[config.mk]
export PLATFORM = sky130hd
export DESIGN_NAME = memory_arbiter
export DESIGN_NICKNAME = d
export VERILOG_FILES = /design/src/rtl/slurm_mem_pkg.sv /design/src/rtl/rr_arbiter.sv /design/src/rtl/memory_arbiter.sv
export SDC_FILE = /design/constraint.sdc
export NUM_CORES = 1
export LEC_CHECK = 0
export BUFFER_PORTS_ARGS = -buffer_cell sky130_fd_sc_hd__buf_2
export CORE_MARGIN = 2
export CORE_UTILIZATION = 36
export DETAILED_ROUTE_END_ITERATION = 8
export PLACE_DENSITY_LB_ADDON = 0.15
export SKIP_LAST_GASP = 1
export SYNTH_ARGS = -nofsm -noshare
export SYNTH_HDL_FRONTEND = slang
export SYNTH_SLANG_ARGS = --single-unit
[constraint.sdc]
create_clock -name CLK -period 4.25 [get_ports CLK]
set_input_delay 0.425 -clock CLK [delete_from_list [all_inputs] [get_ports CLK]]
set_output_delay 0.425 -clock CLK [all_outputs]
set_load 0.02 [all_outputs]
[src/rtl/slurm_mem_pkg.sv]
// slurm_mem_pkg: shared memory-side widths and read-initiator channel indices
package slurm_mem_pkg;
  localparam int DEF_ADDR_BITS = 16;
  localparam int DEF_DATA_BITS = 16;
  localparam int CH_SPRITE = 0;
  localparam int CH_BG0 = 1;
  localparam int CH_BG1 = 2;
  localparam int CH_AUDIO = 3;
endpackage

[src/rtl/rr_arbiter.sv]
// rr_arbiter: combinational round-robin picker, first request at or after ptr wins
module rr_arbiter #(
  parameter int N = 4,
  parameter int PW = $clog2(N)
) (
  input  logic [N-1:0]  req,
  input  logic [PW-1:0] ptr,
  output logic [N-1:0]  gnt,
  output logic [PW-1:0] idx,
  output logic          any
);
  logic [PW-1:0] c;
  assign any = |req;
  // scan from farthest to nearest so the channel closest to ptr is written last
  always_comb begin
    gnt = '0;
    idx = '0;
    c = '0;
    for (int k = N - 1; k >= 0; k--) begin
      c = PW'((int'(ptr) + k) % N);
      if (req[c]) idx = c;
    end
    gnt[idx] = any;
  end
endmodule

[src/rtl/memory_arbiter.sv]
// memory_arbiter: round-robin read responder with alternating-fairness CPU write port
module memory_arbiter
  import slurm_mem_pkg::*;
#(
  parameter int CHANNELS = 4,
  parameter int ADDR_BITS = DEF_ADDR_BITS,
  parameter int DATA_BITS = DEF_DATA_BITS
) (
  input  logic                          CLK,
  input  logic                          RST,
  input  logic [CHANNELS*ADDR_BITS-1:0] ch_address,
  input  logic [CHANNELS-1:0]           ch_rvalid,
  output logic [CHANNELS-1:0]           ch_rready,
  output logic [DATA_BITS-1:0]          ch_data,
  input  logic [ADDR_BITS-1:0]          wr_address,
  input  logic [DATA_BITS-1:0]          wr_data,
  input  logic                          wr_valid,
  output logic                          wr_ready,
  output logic [ADDR_BITS-1:0]          mem_address,
  output logic                          mem_wr,
  output logic [DATA_BITS-1:0]          mem_wr_data,
  input  logic [DATA_BITS-1:0]          mem_rd_data
);
  localparam int PW = $clog2(CHANNELS);
  logic                 pend_valid, last_was_write, any_rd, do_wr, do_rd, ret;
  logic [PW-1:0]        pend_ch, rr_ptr, idx;
  logic [CHANNELS-1:0]  elig, gnt;
  logic [ADDR_BITS-1:0] rd_addr;
  rr_arbiter #(.N(CHANNELS)) u_rr (
    .req(elig),
    .ptr(rr_ptr),
    .gnt(gnt),
    .idx(idx),
    .any(any_rd)
  );
  // the return slot and any new grant are suppressed while reset is held
  assign ret = pend_valid && !RST;
  assign ch_rready = ret ? CHANNELS'(1) << pend_ch : '0;
  assign ch_data = ret ? mem_rd_data : '0;
  assign elig = ch_rvalid & ~ch_rready;
  assign do_wr = !RST && wr_valid && !(last_was_write && any_rd);
  assign do_rd = !RST && !do_wr && any_rd;
  assign wr_ready = do_wr;
  assign mem_wr = do_wr;
  assign mem_wr_data = do_wr ? wr_data : '0;
  assign mem_address = do_wr ? wr_address : do_rd ? rd_addr : '0;
  // one-hot grant selects the winning channel's address
  always_comb begin
    rd_addr = '0;
    for (int i = 0; i < CHANNELS; i++)
      if (gnt[i]) rd_addr = ch_address[i*ADDR_BITS +: ADDR_BITS];
  end
  // pipeline state: pending return, write-fairness history, round-robin pointer
  always_ff @(posedge CLK) begin
    if (RST) begin
      pend_valid <= 1'b0;
      pend_ch <= '0;
      last_was_write <= 1'b0;
      rr_ptr <= '0;
    end else begin
      pend_valid <= do_rd;
      pend_ch <= idx;
      last_was_write <= do_wr;
      if (do_rd) rr_ptr <= idx == PW'(CHANNELS - 1) ? '0 : idx + 1'b1;
    end
  end
endmodule

==> summary.md <==
Synthesis
* **number of enable-type register cells in the synthesized netlist** 0
* **number of distinct library cells after synthesis** 37
* **post-synthesis instance area** 1450 um2
* **#FFs+latches synth** 6
* **async set or reset register ratio after synthesis** 0%
* **gate count after technology mapping** 218
* **synthesized area divided by synthesized cell count** 6.65 um2
* **warning count from the yosys run** 0
* **proportion of synthesized chip area in sequential cells** 8.29%
* **Syn Nets** 341
* **Synth Flop Type** sky130_fd_sc_hd__dfxtp_1

Global routing
* **met1 Resource Use GR** 28.5%
* **initial antenna violation count** 0
* **wire length of the first global-routing pass** 8110 um
* **Total GRT Usage** 22.6%
* **M2 GR Usage** 40.2%
* **most used routing layer** met2
* **GRT met3 Usage** 3.17%
* **via count of the first global-routing pass** 1874
* **largest net degree at the start of global routing** 33
* **aggregate global routing overflow** 0

Timing
* **measured slew at the worst slew-check pin** 0.910 ns
* **headroom to the max-slew limit** 39.4%
* **Sum Neg Setup Slack** 0 ns
* **setup repair after global routing missed its margin** no
* **Slew Viols, Final** 0
* **worst clock skew** 0.00543 ns
* **maximum clock rate** 263 MHz
* **final hold viol count** 0
* **final period utilization** 89.6%
* **count of final setup violators** 0
* **crit path setup slack, layout** 0.443 ns
* **Final min period** 3.81 ns

Clock network
* **later-pin clock latency in the skew report** 0.22 ns
* **total number of clock tree sinks** 6
* **clock tree from TritonCTS** built
* **cell at the root of the clock tree** sky130_fd_sc_hd__clkbuf_8
* **maximum number of buffers from clock root to sink** 2
* **CTS H-Tree Depth** 1
* **clock-pin transition on the worst setup and hold timing paths** 0.04 ns
* **# hold bufs at CTS** 0
* **setup bufs post-CTS** 0
* **cells resized by post-CTS repair** 0
* **total clock buffers created by CTS** 3

Floorplanning
* **die extent in y** 67.4 um
* **die width** 67.4 um
* **Site Rows** 23
* **I/O pin cnt** 173
* **total core area** 3940 um2
* **initial cell density of the core** 36.8%
* **die outline area** 4550 um2

Final layout
* **final antenna diode count** 0
* **area overhead of the layout relative to synthesis** 63.9%
* **most used cells in the layout excluding fill and tap cells** sky130_fd_sc_hd__buf_2 (172), sky130_fd_sc_hd__a21oi_1 (34), sky130_fd_sc_hd__and2_1 (32)
* **fraction of final layout cells with drive strength greater than 1** 50.1%
* **Layout Nets** 504
* **most common cell after layout, fill and taps aside** sky130_fd_sc_hd__buf_2

Power
* **cell internal power dissipation** 398 uW
* **areal power density over the cells** 350 nW/um2
* **leakage power summed over all cells** 0.00135 uW
* **combinational share of power** 78.6%
* **sequential group share of total power** 11.1%
* **share of power burned in the clock network** 10.3%
* **overall power** 831 uW
* **maximum resistive drop on vdd** 0.164 mV
* **net switching component of the power** 434 uW
* **fraction of power spent switching nets** 52.2%

Critical path
* **number of cells on the worst reg-to-reg path** 6
* **category of the most critical setup path** primary input to primary output
* **required time of the critical path** 3.83 ns
* **crit path capture type** primary output
* **critical register-to-register path startpoint** pend_valid
* **kind of start point of the critical path** primary input
* **largest fanout on the critical path** 32
* **endpoint of the worst register-to-register path** rr_ptr[1]
* **Register-to-Register Setup Slack** 1.90 ns
* **Critical Path AT** 3.38 ns

Hold path
* **worst hold path class** primary input to flop
* **Worst Min Path Start** RST
* **hold depth** 2
* **end of the worst hold path** pend_ch[1]

Place
* **worst-case setup slack after placement** 0.453 ns
* **HPWL after detailed placement** 4360 um
* **final RePlAce weighted congestion** 0.840
* **Port-buffer cells** 172

Detailed routing
* **DRT Wirelength** 5360 um
* **drt first-iter violations** 154
* **via-per-instance ratio** 5.07
* **number of vias after detailed routing** 2176
* **DRC Markers** 0
* **residual antenna-violating net count after detailed routing** 0
* **average routed wire per standard cell** 12.5 um
* **iteration count of the initial detailed-routing pass** 4

Run status
* **status** completed

Flow run
* **number of max-capacitance violations reported** 0

==> per-layer routing <==
metal  vias to the layer above  wire length, um
met1                       945             2160
met4                         0               40
met5                         -                0
met2                       121             2650
li1                       1105                -
met3                         5              502
==> area by class of cell <==
class                   instances  area, um2
fillers                       390       1570
flip-flops and latches          6        120
inverters                      22       82.6
well taps                      50       62.6
clock buffers                   3       41.3
multi-input cells             172       1180
repair buffers                176        891
==> how the worst max path moves through the flow <==
stage	startpoint	end	slack [ns]	cells after the start
floorplan	RST	mem_address[1]	1.07	10
global placement	RST	mem_address[7]	0.54	10
detailed placement	RST	mem_address[13]	0.45	9
CTS	RST	mem_address[13]	0.45	9
global route	RST	mem_address[7]	0.14	10
finish	RST	mem_address[13]	0.44	9
==> per-stage QoR <==
stage / util, % / hold WS [ns] / instance area, um2 / cells
after floorplan: - / 0.477 / 1450 / 218
after detailed placement: 59.2 / 0.524 / 2330 / 426
after global routing: 60.2 / 0.554 / 2370 / 429
final: 60.2 / 0.548 / 2370 / 429
after global placement: 59.2 / 0.522 / 2330 / 426
after CTS: 60.2 / 0.543 / 2370 / 429
==> critical path, cell delays in order <==
cell and delay (ns):
sky130_fd_sc_hd__buf_2 0.18, sky130_fd_sc_hd__or4b_4 0.58, sky130_fd_sc_hd__and3_4 0.20, sky130_fd_sc_hd__a221oi_2 0.42
sky130_fd_sc_hd__ha_1 0.83, sky130_fd_sc_hd__o21ai_0 0.28, sky130_fd_sc_hd__a22oi_1 0.19, sky130_fd_sc_hd__o2bb2ai_1 0.08
sky130_fd_sc_hd__buf_2 0.18
==> cells by family (layout without fill, tap and decap cells) <==
logic type / count (synthesis) / in the layout / share of synthesized area [%]
compound gates: 95 / 95 / 45.2
fa+ha+maj: 4 / 4 / 3.45
buf+inv: 40 / 201 / 11.2
flops: 6 / 6 / 8.29
mux: 3 / 3 / 2.16
simple gates: 70 / 70 / 29.7
==> flip-flops by register name (all words and copies together), names as in the netlist <==
register        flops
last_was_write      1
rr_ptr              2
pend_ch             2
pend_valid          1
==> synth_stat cells, types with 2 or more instances <==
library cell / instances / share of area, %
sky130_fd_sc_hd__a2111oi_2: 2 / 2.1
sky130_fd_sc_hd__a21oi_1: 34 / 12
sky130_fd_sc_hd__a22oi_1: 16 / 8.3
sky130_fd_sc_hd__and2_1: 32 / 14
sky130_fd_sc_hd__and3_4: 2 / 1.6
sky130_fd_sc_hd__buf_2: 4 / 1.4
sky130_fd_sc_hd__buf_4: 2 / 1.0
sky130_fd_sc_hd__clkbuf_1: 12 / 3.1
sky130_fd_sc_hd__dfxtp_1: 6 / 8.3
sky130_fd_sc_hd__ha_1: 4 / 3.5
sky130_fd_sc_hd__inv_1: 21 / 5.4
sky130_fd_sc_hd__mux2i_1: 2 / 1.4
sky130_fd_sc_hd__nand2_1: 18 / 4.7
sky130_fd_sc_hd__nand2b_1: 4 / 1.7
sky130_fd_sc_hd__nand3b_1: 2 / 1.0
sky130_fd_sc_hd__nor2_1: 2 / 0.52
sky130_fd_sc_hd__nor2b_1: 4 / 1.7
sky130_fd_sc_hd__o21ai_0: 17 / 5.9
sky130_fd_sc_hd__o2bb2ai_1: 16 / 9.7
==> power groups by stage <==
stage                     combinational (uW)  sequential, uW  clock (uW)
final                                    654            91.9        85.8
after global routing                     741            94.1        91.0
after CTS                                655            90.9        86.7
after detailed placement                 652            91.4           0
after global placement                   647            90.7           0
after floorplan                          468            84.6           0
(Power assumes the default switching activity.)
